$ cat src/rtl/alu_request_arbiter.sv
// Two-requester front end for one shared ALU: arbitrates, issues one operation, holds the result until taken.
// Optional macro ALU_ARB_ROUND_ROBIN_EN: alternate winners under contention (default: requester 0 wins).
module alu_request_arbiter (
   input  logic        clk,
   input  logic        reset,
   input  logic [1:0]  req_valid,
   output logic [1:0]  req_ready,
   input  logic [3:0]  req_op_0,
   input  logic [31:0] req_a_0,
   input  logic [31:0] req_b_0,
   input  logic [3:0]  req_op_1,
   input  logic [31:0] req_a_1,
   input  logic [31:0] req_b_1,
   output logic        rsp_valid,
   input  logic        rsp_ready,
   output logic        rsp_id,
   output logic [31:0] rsp_result,
   output logic        rsp_zero,
   output logic        rsp_sign,
   output logic [3:0]  alu_operation,
   output logic [31:0] alu_operand_1,
   output logic [31:0] alu_operand_2,
   input  logic [31:0] alu_result,
   input  logic        alu_zero,
   input  logic        alu_sign,
   output logic [1:0]  state_dbg
);

   // Handshake: a request moves on a rising edge where req_valid[n] & req_ready[n];
   // a response moves on a rising edge where rsp_valid & rsp_ready.
   typedef enum logic [1:0] {
      IDLE = 2'd0,
      EXEC = 2'd1,
      RESP = 2'd2
   } state_t;

   state_t state, state_nxt;
   logic   grant;
   logic   last_grant;
   logic   win;
   logic   accept;

`ifdef ALU_ARB_ROUND_ROBIN_EN
   always_comb begin
      win = (req_valid == 2'b11) ? ~last_grant : (req_valid == 2'b10);
   end
`else
   always_comb begin
      win = (req_valid == 2'b10);
   end
`endif

   always_comb begin
      state_nxt = state;
      req_ready = 2'b00;
      case (state)
         IDLE: begin
            if (req_valid != 2'b00) begin
               req_ready = win ? 2'b10 : 2'b01;
               state_nxt = EXEC;
            end
         end
         EXEC: state_nxt = RESP;
         RESP: begin
            if (rsp_ready) state_nxt = IDLE;
         end
         default: state_nxt = IDLE;
      endcase
   end

   assign accept    = (state == IDLE) && (req_valid != 2'b00);
   assign rsp_valid = (state == RESP);
   assign state_dbg = state;

   always_ff @(posedge clk or posedge reset) begin
      if (reset) state <= IDLE;
      else       state <= state_nxt;
   end

   // Operands stay on the ALU inputs until the next acceptance, not just through EXEC.
   always_ff @(posedge clk or posedge reset) begin
      if (reset) begin
         alu_operation <= 4'd0;
         alu_operand_1 <= 32'd0;
         alu_operand_2 <= 32'd0;
         grant         <= 1'b0;
         last_grant    <= 1'b1;
      end else if (accept) begin
         alu_operation <= win ? req_op_1 : req_op_0;
         alu_operand_1 <= win ? req_a_1  : req_a_0;
         alu_operand_2 <= win ? req_b_1  : req_b_0;
         grant         <= win;
         last_grant    <= win;
      end
   end

   always_ff @(posedge clk or posedge reset) begin
      if (reset) begin
         rsp_id     <= 1'b0;
         rsp_result <= 32'd0;
         rsp_zero   <= 1'b0;
         rsp_sign   <= 1'b0;
      end else if (state == EXEC) begin
         rsp_id     <= grant;
         rsp_result <= alu_result;
         rsp_zero   <= alu_zero;
         rsp_sign   <= alu_sign;
      end
   end

endmodule

$ cat config.mk
export PLATFORM = sky130hd
export DESIGN_NAME = alu_request_arbiter
export DESIGN_NICKNAME = d
export VERILOG_FILES = /design/src/rtl/alu_request_arbiter.sv
export SDC_FILE = /design/constraint.sdc
export NUM_CORES = 1
export LEC_CHECK = 0
export CAP_MARGIN = 20
export CELL_PAD_IN_SITES_DETAIL_PLACEMENT = 2
export CELL_PAD_IN_SITES_GLOBAL_PLACEMENT = 2
export CORE_MARGIN = 3
export CORE_UTILIZATION = 24
export CTS_CLUSTER_SIZE = 30
export DETAILED_ROUTE_END_ITERATION = 10
export GPL_TIMING_DRIVEN = 1
export HOLD_SLACK_MARGIN = 0.06
export PLACE_DENSITY = 0.92
export REMOVE_ABC_BUFFERS = 1
export SLEW_MARGIN = 20
export SYNTH_ARGS = -nofsm -noshare
export SYNTH_HDL_FRONTEND = slang
export SYNTH_SLANG_ARGS = --single-unit
$ cat constraint.sdc
create_clock -name clk -period 4.5 [get_ports clk]
set_input_delay 1.35 -clock clk [delete_from_list [all_inputs] [get_ports clk]]
set_output_delay 1.35 -clock clk [all_outputs]
set_load 0.05 [all_outputs]
# ---- After elaboration in Yosys (flattened, before gate mapping)
# Index checks and enable logic that the tools add are counted.
dict set report word_totals {
  reg_bits 106
  latch_bits 0
  ramBits 0
  mem_bits_ro 0
  inputBits 175
  mem_count 0
}
dict set report op_classes {
  addsub 0
  multipliers 0
  div_mod_pow 0
  magnitude_cmp 0
  eq_ne 5
  shifts 0
  mux 9
  bitwise_logic 0
  reduce_logical 4
}
# cell count
set op_table {}
lappend op_table {{$mux 32} 2}
lappend op_table {{$mux 2} 5}
lappend op_table {{$pmux 2 s3} 1}
lappend op_table {{$eq 2x2->1 const B} 2}
lappend op_table {{$mux 4} 1}
lappend op_table {{$ne 2x1->1 const B} 2}
lappend op_table {{$eq 2x1->1 const B} 1}
lappend op_table {{$logic_not 2->1} 1}
lappend op_table {{$reduce_and 2->1} 1}
lappend op_table {{$reduce_bool 2->1} 1}
lappend op_table {{$logic_and 1x1->1} 1}

# ---- Longest topological paths before layout
# Gate-level depths: netlist (run 1).
dict set report depth {
  word_depth 4
  mapped_depth 6
  depth_no_buf 3
}

# ---- Worst setup path after synthesis (run 1)
# Ideal clock, no wire load.
dict set report synth_timing {
  path_kind {input to output}
  startpoint {input req_valid[1]}
  endpoint {output req_ready[1]}
  arrival_time_ps 2292
  t_required_ps 3150
  path_slack_ps 858
  cell_stages 5
  path_buffers 3
  cell_sequence {nor2b_4 buf_6 buf_6 buf_6 and2_1}
}
dict set report synth_via {
  elab_chain_len 4
  word_cells_on_any_way 5
  classes_between {eq/ne: 1; mux: 3; reduce/logical: 1}
}
# element line_no
set synth_lines {}
lappend synth_lines {{start: declaration} 6} ;# input logic [1:0] req_valid,
lappend synth_lines {{$eq 2x2->1} 49} ;# win = (req_valid == 2'b10);
lappend synth_lines {{$mux 2} 59} ;# req_ready = win ? 2'b10 : 2'b01;
lappend synth_lines {{$mux 2 *} 58} ;# if (req_valid != 2'b00) begin
lappend synth_lines {{$mux 2 *} 56} ;# case (state)
lappend synth_lines {{end: declaration} 7} ;# output logic [1:0] req_ready,
# Mark *: on every way between the ends. The rest lies on a longest branch, timed or not.

# ---- Worst setup path in the final report (run 1)
# Ends and elaborated chain as after synthesis.

==> results of run 1 <==
[cell families after synthesis]
| group | after synthesis | synth area share [%] |
|---|---|---|
| AO/OA/AOI/OAI | 3 | 0.361 |
| multiplexers | 171 | 41.1 |
| flip-flops | 106 | 54.8 |
| AND/OR/NAND/NOR | 7 | 0.955 |
| buffers and inverters | 22 | 2.79 |
[registers in the layout, summed over array words and instances (netlist names)]
| name | cells |
|---|---|
| alu_operand_1 | 32 |
| alu_operand_2 | 32 |
| rsp_result | 32 |
| alu_operation | 4 |
| state_dbg | 2 |
| grant | 1 |
| rsp_id | 1 |
| rsp_sign | 1 |
| rsp_zero | 1 |
[routing by layer]
layer	part of all wire (%)	track usage, %	vias up	routed length [µm]
met5	0	0	-	0
met4	2.1	5.64	0	382
met3	4.5	2.80	19	804
met2	59	32.1	123	10500
met1	35	16.0	1845	6150
li1	-	-	1654	-
[cell usage after synthesis]
cell,number
buf_2,15
buf_6,4
buf_4,1
o21ai_0,1
mux2_4,18
a21oi_1,1
inv_1,2
o21a_1,1
nor2_1,2
nand2b_1,2
and2_1,2
nor2b_4,1
mux2_2,153
dfrtp_1,106
[worst max-delay path: stages]
cell and delay (ns):
clkdlybuf4s50_1 0.53, nor2b_4 0.17, and2_1 0.17, buf_12 0.14
[cell type report]
class                   instances  area (µm²)  area share (%)
repair buffers                286        2890            34.9
clock buffers                  11         253            3.06
well taps                     265         332            4.02
multi-input cells             181        2060            25.0
inverters                       2        10.0           0.121
clock inverters                 5        60.1           0.727
flip-flops and latches        106        2650            32.1
[stage by stage]
stage	hold WS, ns	util (%)
2_1_floorplan	0.459	-
4_1_cts	0.512	42.0
3_5_place_dp	0.496	40.4
5_1_grt	0.524	42.0
6_report	0.507	42.0
3_3_place_gp	0.488	40.4
[report_power, final]
group	leakage (nW)	internal (mW)	switching, mW
combinational	1.90	1.60	2.53
clock	0.152	0.465	0.370
sequential	1.24	1.45	0.274
total	3.29	3.51	3.17
[worst paths after layout]
| check | end | cells past startpoint | slack (ns) |
|---|---|---|---|
| min in group asynchronous | alu_operation[2]$_DFFE_PP0P_ | 2 | 1.43 |
| hold reg to reg | alu_operand_2[31]$_DFFE_PP0P_ | 1 | 0.51 |
| max in group asynchronous | alu_operand_2[21]$_DFFE_PP0P_ | 3 | 2.24 |
| setup reg to reg | alu_operand_1[23]$_DFFE_PP0P_ | 4 | 2.73 |
| setup / recovery | req_ready[1] | 4 | 0.79 |
| hold / removal | alu_operand_2[31]$_DFFE_PP0P_ | 1 | 0.51 |
==> summary by stage, run 1 <==
Timing
The post-layout worst setup margin is ~0.8 ns. The worst clock skew is between 0.007 and 0.008 ns. The final clock period utilization by the worst path is between 80% and 90%. The slew of the pin with the lowest slew margin is between 0.9 and 1 ns. The final-layout setup total negative slack is 0 ns. Setup repair after global routing left no endpoint under its margin. Setup violations remaining at the end of the flow were counted as 0. Measured against its own limit, the worst slew margin works out to about 34%. Timing would allow up to around 270 MHz.

The smallest clock period supported by the final layout is computed as ~3.7 ns. The final hold violation count is 0. The count of pins over their slew limit is 0.

Route
Dividing the detail-routed wire length by the instance count gives between 20 and 25 µm. Summing over every cut layer, the via total after detailed routing is between 3000 and 4000. After detailed routing, the number of remaining DRC violations is 0.

The number of vias per cell after detailed routing is between 4 and 5. The routed wire length is approximately 18000 µm. The number of iterations in the first detailed-routing pass is 4.

The detail route stage leaves a number of antenna-violating nets equal to 0. The first routing iteration left 53 violations.

Clock network
In this run the number of H-tree levels came out at 3. The total number of clock tree sinks is 106. TritonCTS built the clock tree. The count of hold-fix buffers inserted at cts is 0. After clock tree synthesis, the repair step resized 0 gates. The deepest clock path buffer count is 2. Clock-pin slew was measured on the worst setup and hold paths at roughly 0.06 ns. CTS placed an instance of clkbuf_16 at the clock tree root.

The number of setup buffers added after CTS is 0. The clock reaches the later pin of the worst-skew pair after ~0.35 ns. The number of clock buffers added by TritonCTS is 9.

Cells and area
Leaving out fill and tap cells, the most frequent cell in the layout is clkdlybuf4s50_1. With fillers left out, the area of the finished cells amounts to roughly 8300 µm². The number of antenna diodes in the final layout is 0. The fill cell total of the finished layout is approximately 2000. In the layout the commonest cells are clkdlybuf4s50_1, mux2_2, dfrtp_1. The finished layout holds between 800 and 900 standard cells, fillers aside.

At the end of the flow, the number of nets in the layout was 761. From synthesis to final layout, the design area changed by 70.4%. The share of final-layout standard cells stronger than drive strength 1 is 33.2%.

GRT
The first-pass GRT wire length is between 20000 and 30000 µm. The maximum number of pins on one net before global-route repair is 70. For this run the aggregate overflow at the end of global routing stands at 0. The number of global-route vias before repair is approximately 4400. The initial antenna violation count came to 0. The combined global-route utilization of all metal layers is about 16%.

Die
The floorplan die area is between 20000 and 25000 µm². Measured along the x axis, the die boundary spans between 100 and 150 µm. The area of the core is just under 20000 µm². The die is about 150 µm tall. After floorplanning, the core was divided into a little over 50 placement rows.

For this configuration, the core starts out at a cell density of around 25%. The top-level port count is 283.

Hold path
The start point of the worst hold path is alu_operand_2[31]$_DFFE_PP0P_. The worst min-delay path class is register to register.

Pwr
Summing internal, switching and leakage power gives approximately 6.7 mW. Across the VDD grid, the largest voltage drop is about 0.00031 V. Power spread over the standard cell area amounts to between 800 and 900 nW/µm². The leakage power is about 3.3 nW.

Placement
Buffers placed on the I/O ports in this run total ~280. The instance count after placement with tap cells included is between 800 and 900. At the placement stage, the worst setup path has a slack of about 0.78 ns. The final RePlAce weighted congestion is 0.750. The wire-length estimate of the detail-placed layout is 14000 µm.

After detailed placement, the total cell area comes to just under 8000 µm².

Synth
The cell count after synthesis is around 310. Ranked by total cell area, the synthesized netlist is headed by dfrtp_1, mux2_2, mux2_4, buf_2, buf_6. The unique cell type count in the Yosys netlist is 14. Summing every instance area after synthesis gives ~4800 µm². The part of the Yosys area used for sequential elements is 54.8%. After synthesis the netlist holds a flip-flop and latch count of between 100 and 150. The count of yosys warnings during synthesis is 0.

The average instance in the mapped netlist occupies between 15 and 20 µm². The synthesized design spends more area on one cell type than any other, namely dfrtp_1. Summed over its instances, the top area cell type makes up a little over half of the synthesized netlist area.

Worst setup path
The startpoint identified for the worst register-to-register timing path is state_dbg[0]$_DFFE_PP0P_. The launch point of the worst path is req_valid[1]. For the worst setup path, the data arrival time is roughly 2.4 ns. The maximum fanout along the worst path is 3. The critical path in this run is classified as input port to output pin. The worst setup path is captured at an output pin. The launching element type of the critical path is an input port.

The required arrival time at the worst endpoint is approximately 3.2 ns.

Job
The number of max-cap violations is 0.

Status
The run finished with clean final reports.
Power figures use the tool's default switching activity.
==> inputs of run 2 (changes only) <==
Clock period 4.5 ns to 3.8 ns, I/O delays scaled along.
==> run 2 against run 1 <==
Effect of this change: global-route usage up 0.21 points; via count up 2.5%; setup slack worse by 0.33 ns; hold slack better by 0.0035 ns; clock-buffer cell count down 1; combinational power up 18%; non-clock buffer count unchanged; first-iteration DRC count up 42%; clock power up 7.5%; largest cell class unchanged; highest routed layer unchanged.
==> summary by stage, run 2 (synthesis results as in run 1) <==
Hold path
Counting instances, the worst hold path has a depth of 1. The worst min-delay path class is register to register.

GRT
The number of global-route vias before repair is approximately 4500. The first global-routing pass estimated 26800 µm of wire. The total congestion overflow is 0.

The initial antenna violation count was 1. In the global route stage, overall resource usage came out at between 10% and 20%. Entering global routing, the biggest net connects about 110 pins.

Worst setup path
The critical path crosses 4 cells after its start point. The data arrival time of the critical path is approximately 2.2 ns. The launching element type of the critical path is an input port. The worst setup path is of the input port to output pin kind. The logic depth of the worst register-to-register path is 4. The critical path contains buffers and inverters numbering 2 combined. On the worst path, the slowest cell contributes a delay of ~0.55 ns. The kind of cell adding the most delay to the critical path is buffers and inverters.

The slowest cell on the critical path is clkdlybuf4s50_1. Data on the critical path is required at its endpoint by approximately 2.7 ns. Of all nets on the critical path, the largest fanout is 3. The critical path endpoint category is an output pin. The critical path goes through clkdlybuf4s50_1 -> nor2b_4 -> and2_1 -> buf_12.

Cells and area
The fill cell total of the finished layout is a little over 2000. The most common cell after layout, fill and taps aside is clkdlybuf4s50_1. The area overhead of the layout relative to synthesis is 70.0%. The share of final-layout standard cells stronger than drive strength 1 is about a third.

The largest registers in the layout are alu_operand_1 (32), alu_operand_2 (32), rsp_result (32). For this run, the post-layout net count is around 760. The share of the core filled with cells in the final layout is a little over two fifths.

The top cell types in the final layout, fill and taps aside, are clkdlybuf4s50_1, mux2_2, dfrtp_1.

Status
The flow ran to the end, and the final reports show no timing, DRC or antenna violations.

Clock network
No sink is reached through more buffers than the 2 on the longest clock path. The H-tree depth is 3. The clock transition at the register clock pins on the worst setup and hold paths after CTS is 0.08 ns. TritonCTS built the clock tree.

The number of hold buffers added after CTS was 0. At the later pin of the worst-skew pair, clock insertion delay measures 0.35 ns. The total number of clock tree sinks is about 110.

The number of CTS-inserted buffers is 9. The cell at the root of the clock tree is clkbuf_16. The number of setup buffers added after CTS is 0. Once the clock tree was built, the resizer swapped 0 gates to a different size.

Pwr
The leakage power is about 3.3 nW. Across the VDD grid, the largest voltage drop is around 0.00039 V. The power per standard cell area is about 950 nW/µm².

Route
In the routed design, unresolved DRC markers number 0. The routed layout has around 3700 vias. The number of iterations in the first detailed-routing pass is 4.

The initial detailed-routing violation count is between 70 and 80. In the routed layout, each cell is associated on average with a via count of approximately 4.4. The average wire per standard cell is 21.1 µm. The final layout contains routed wiring with a total length of between 15000 and 20000 µm. The count of nets left with antenna violations once routing finished came out at 0.

Die
In this run the standard cell core region covers around 20000 µm². The die covers between 20000 and 25000 µm². The die span in y is ~150 µm. The initial utilization of the core area, before any placement, comes to between 20% and 30%. The floorplan has a little over 50 rows. During I/O placement, the number of pins put on the boundary was 283. The overall die width is around 150 µm.

Placement
The total of buffers placed on input and output ports is about 280. The congestion estimate from routability-driven global placement came to about 0.72. The HPWL after detailed placement is around 14000 µm.

Timing
The count of pins over their slew limit is 0. Derived from the worst setup path, the maximum achievable clock frequency is approximately 300 MHz. The final clock period utilization by the worst path is about nine tenths. The worst slew slack as a fraction of its limit is approximately a third. The worst clock skew is around 0.011 ns. The post-layout minimum cycle time is between 3 and 4 ns. Setup repair after global routing left no endpoint under its margin. For the pin with the worst max-slew slack, the measured transition is a little under 1 ns.

In the final timing run, aggregate negative setup slack is 0 ns. The final hold violation count is 0. Setup violations remaining at the end of the flow were counted as 0.

Job
The number of max-cap violations is 0.
## run 2: changes by cell type in the layout (fill, tap and decap cells not counted)
cell,previous run,this run
inv_6,1,2
clkinv_4,1,2
buf_4,3,2
clkinv_2,1,0
clkbuf_8,2,0
bufinv_16,1,0
buf_12,3,4
clkinvlp_4,1,2
diode_2,0,1
clkbuf_1,0,1
## run 2: worst paths after layout
check | start | end | slack (ns)
max | req_valid[1] | req_ready[1] | 0.46
max in group asynchronous | reset | alu_operand_2[14]$_DFFE_PP0P_ | 2.04
min reg2reg | alu_operand_1[15]$_DFFE_PP0P_ | alu_operand_1[15]$_DFFE_PP0P_ | 0.51
min | alu_operand_1[15]$_DFFE_PP0P_ | alu_operand_1[15]$_DFFE_PP0P_ | 0.51
max reg2reg | state_dbg[0]$_DFFE_PP0P_ | alu_operand_2[13]$_DFFE_PP0P_ | 2.00
min in group asynchronous | reset | rsp_result[9]$_DFFE_PP0N_ | 1.29
## run 2: worst register-to-register path: stages (launching register included)
cell and delay [ns]:
dfrtp_1 0.42, nor2_1 0.26, o21a_4 0.19, buf_12 0.34
mux2_2 0.47
## run 2: power breakdown
part           switching, mW  total, mW  internal [mW]
registers              0.333       2.05           1.72
logic                   2.98       4.88           1.90
clock network          0.445      0.898          0.453
total                   3.76       7.83           4.07
## run 2: layer usage
| metal | up-vias | share of wire (%) | track usage (%) |
|---|---|---|---|
| li1 | 1652 | - | - |
| met2 | 131 | 60 | 32.7 |
| met3 | 24 | 4.5 | 3.11 |
| met4 | 0 | 2.6 | 6.00 |
| met1 | 1924 | 33 | 15.7 |
| met5 | - | 0 | 0 |
## run 2: through the flow
step                worst slack [ns]  power, mW  cell area, µm²  instances  hold slack [ns]
global placement               0.426       6.80            7960        840            0.488
CTS                            0.440       7.96            8240        856            0.514
global route                   0.431       8.19            8240        857            0.525
finish                         0.456       7.83            8240        857            0.511
floorplan                     -0.176       5.17            4720        289            0.459
detailed placement             0.276       7.02            7960        840            0.496
## run 2: layout make-up
class	count	area [µm²]	area share [%]
clock inverters	6	50.0	0.608
diodes	1	2.50	0.0304
inverters	2	10.0	0.122
repair buffers	286	2900	35.2
multi-input cells	181	2060	25.1
well taps	265	332	4.02
clock buffers	10	229	2.78
flip-flops and latches	106	2650	32.2
==> inputs of run 3 (changes only) <==
Settings changed: SKIP_LAST_GASP set to 1.
==> results of run 3 <==
The final DEF is identical to that of run 2; final timing and power are the same.
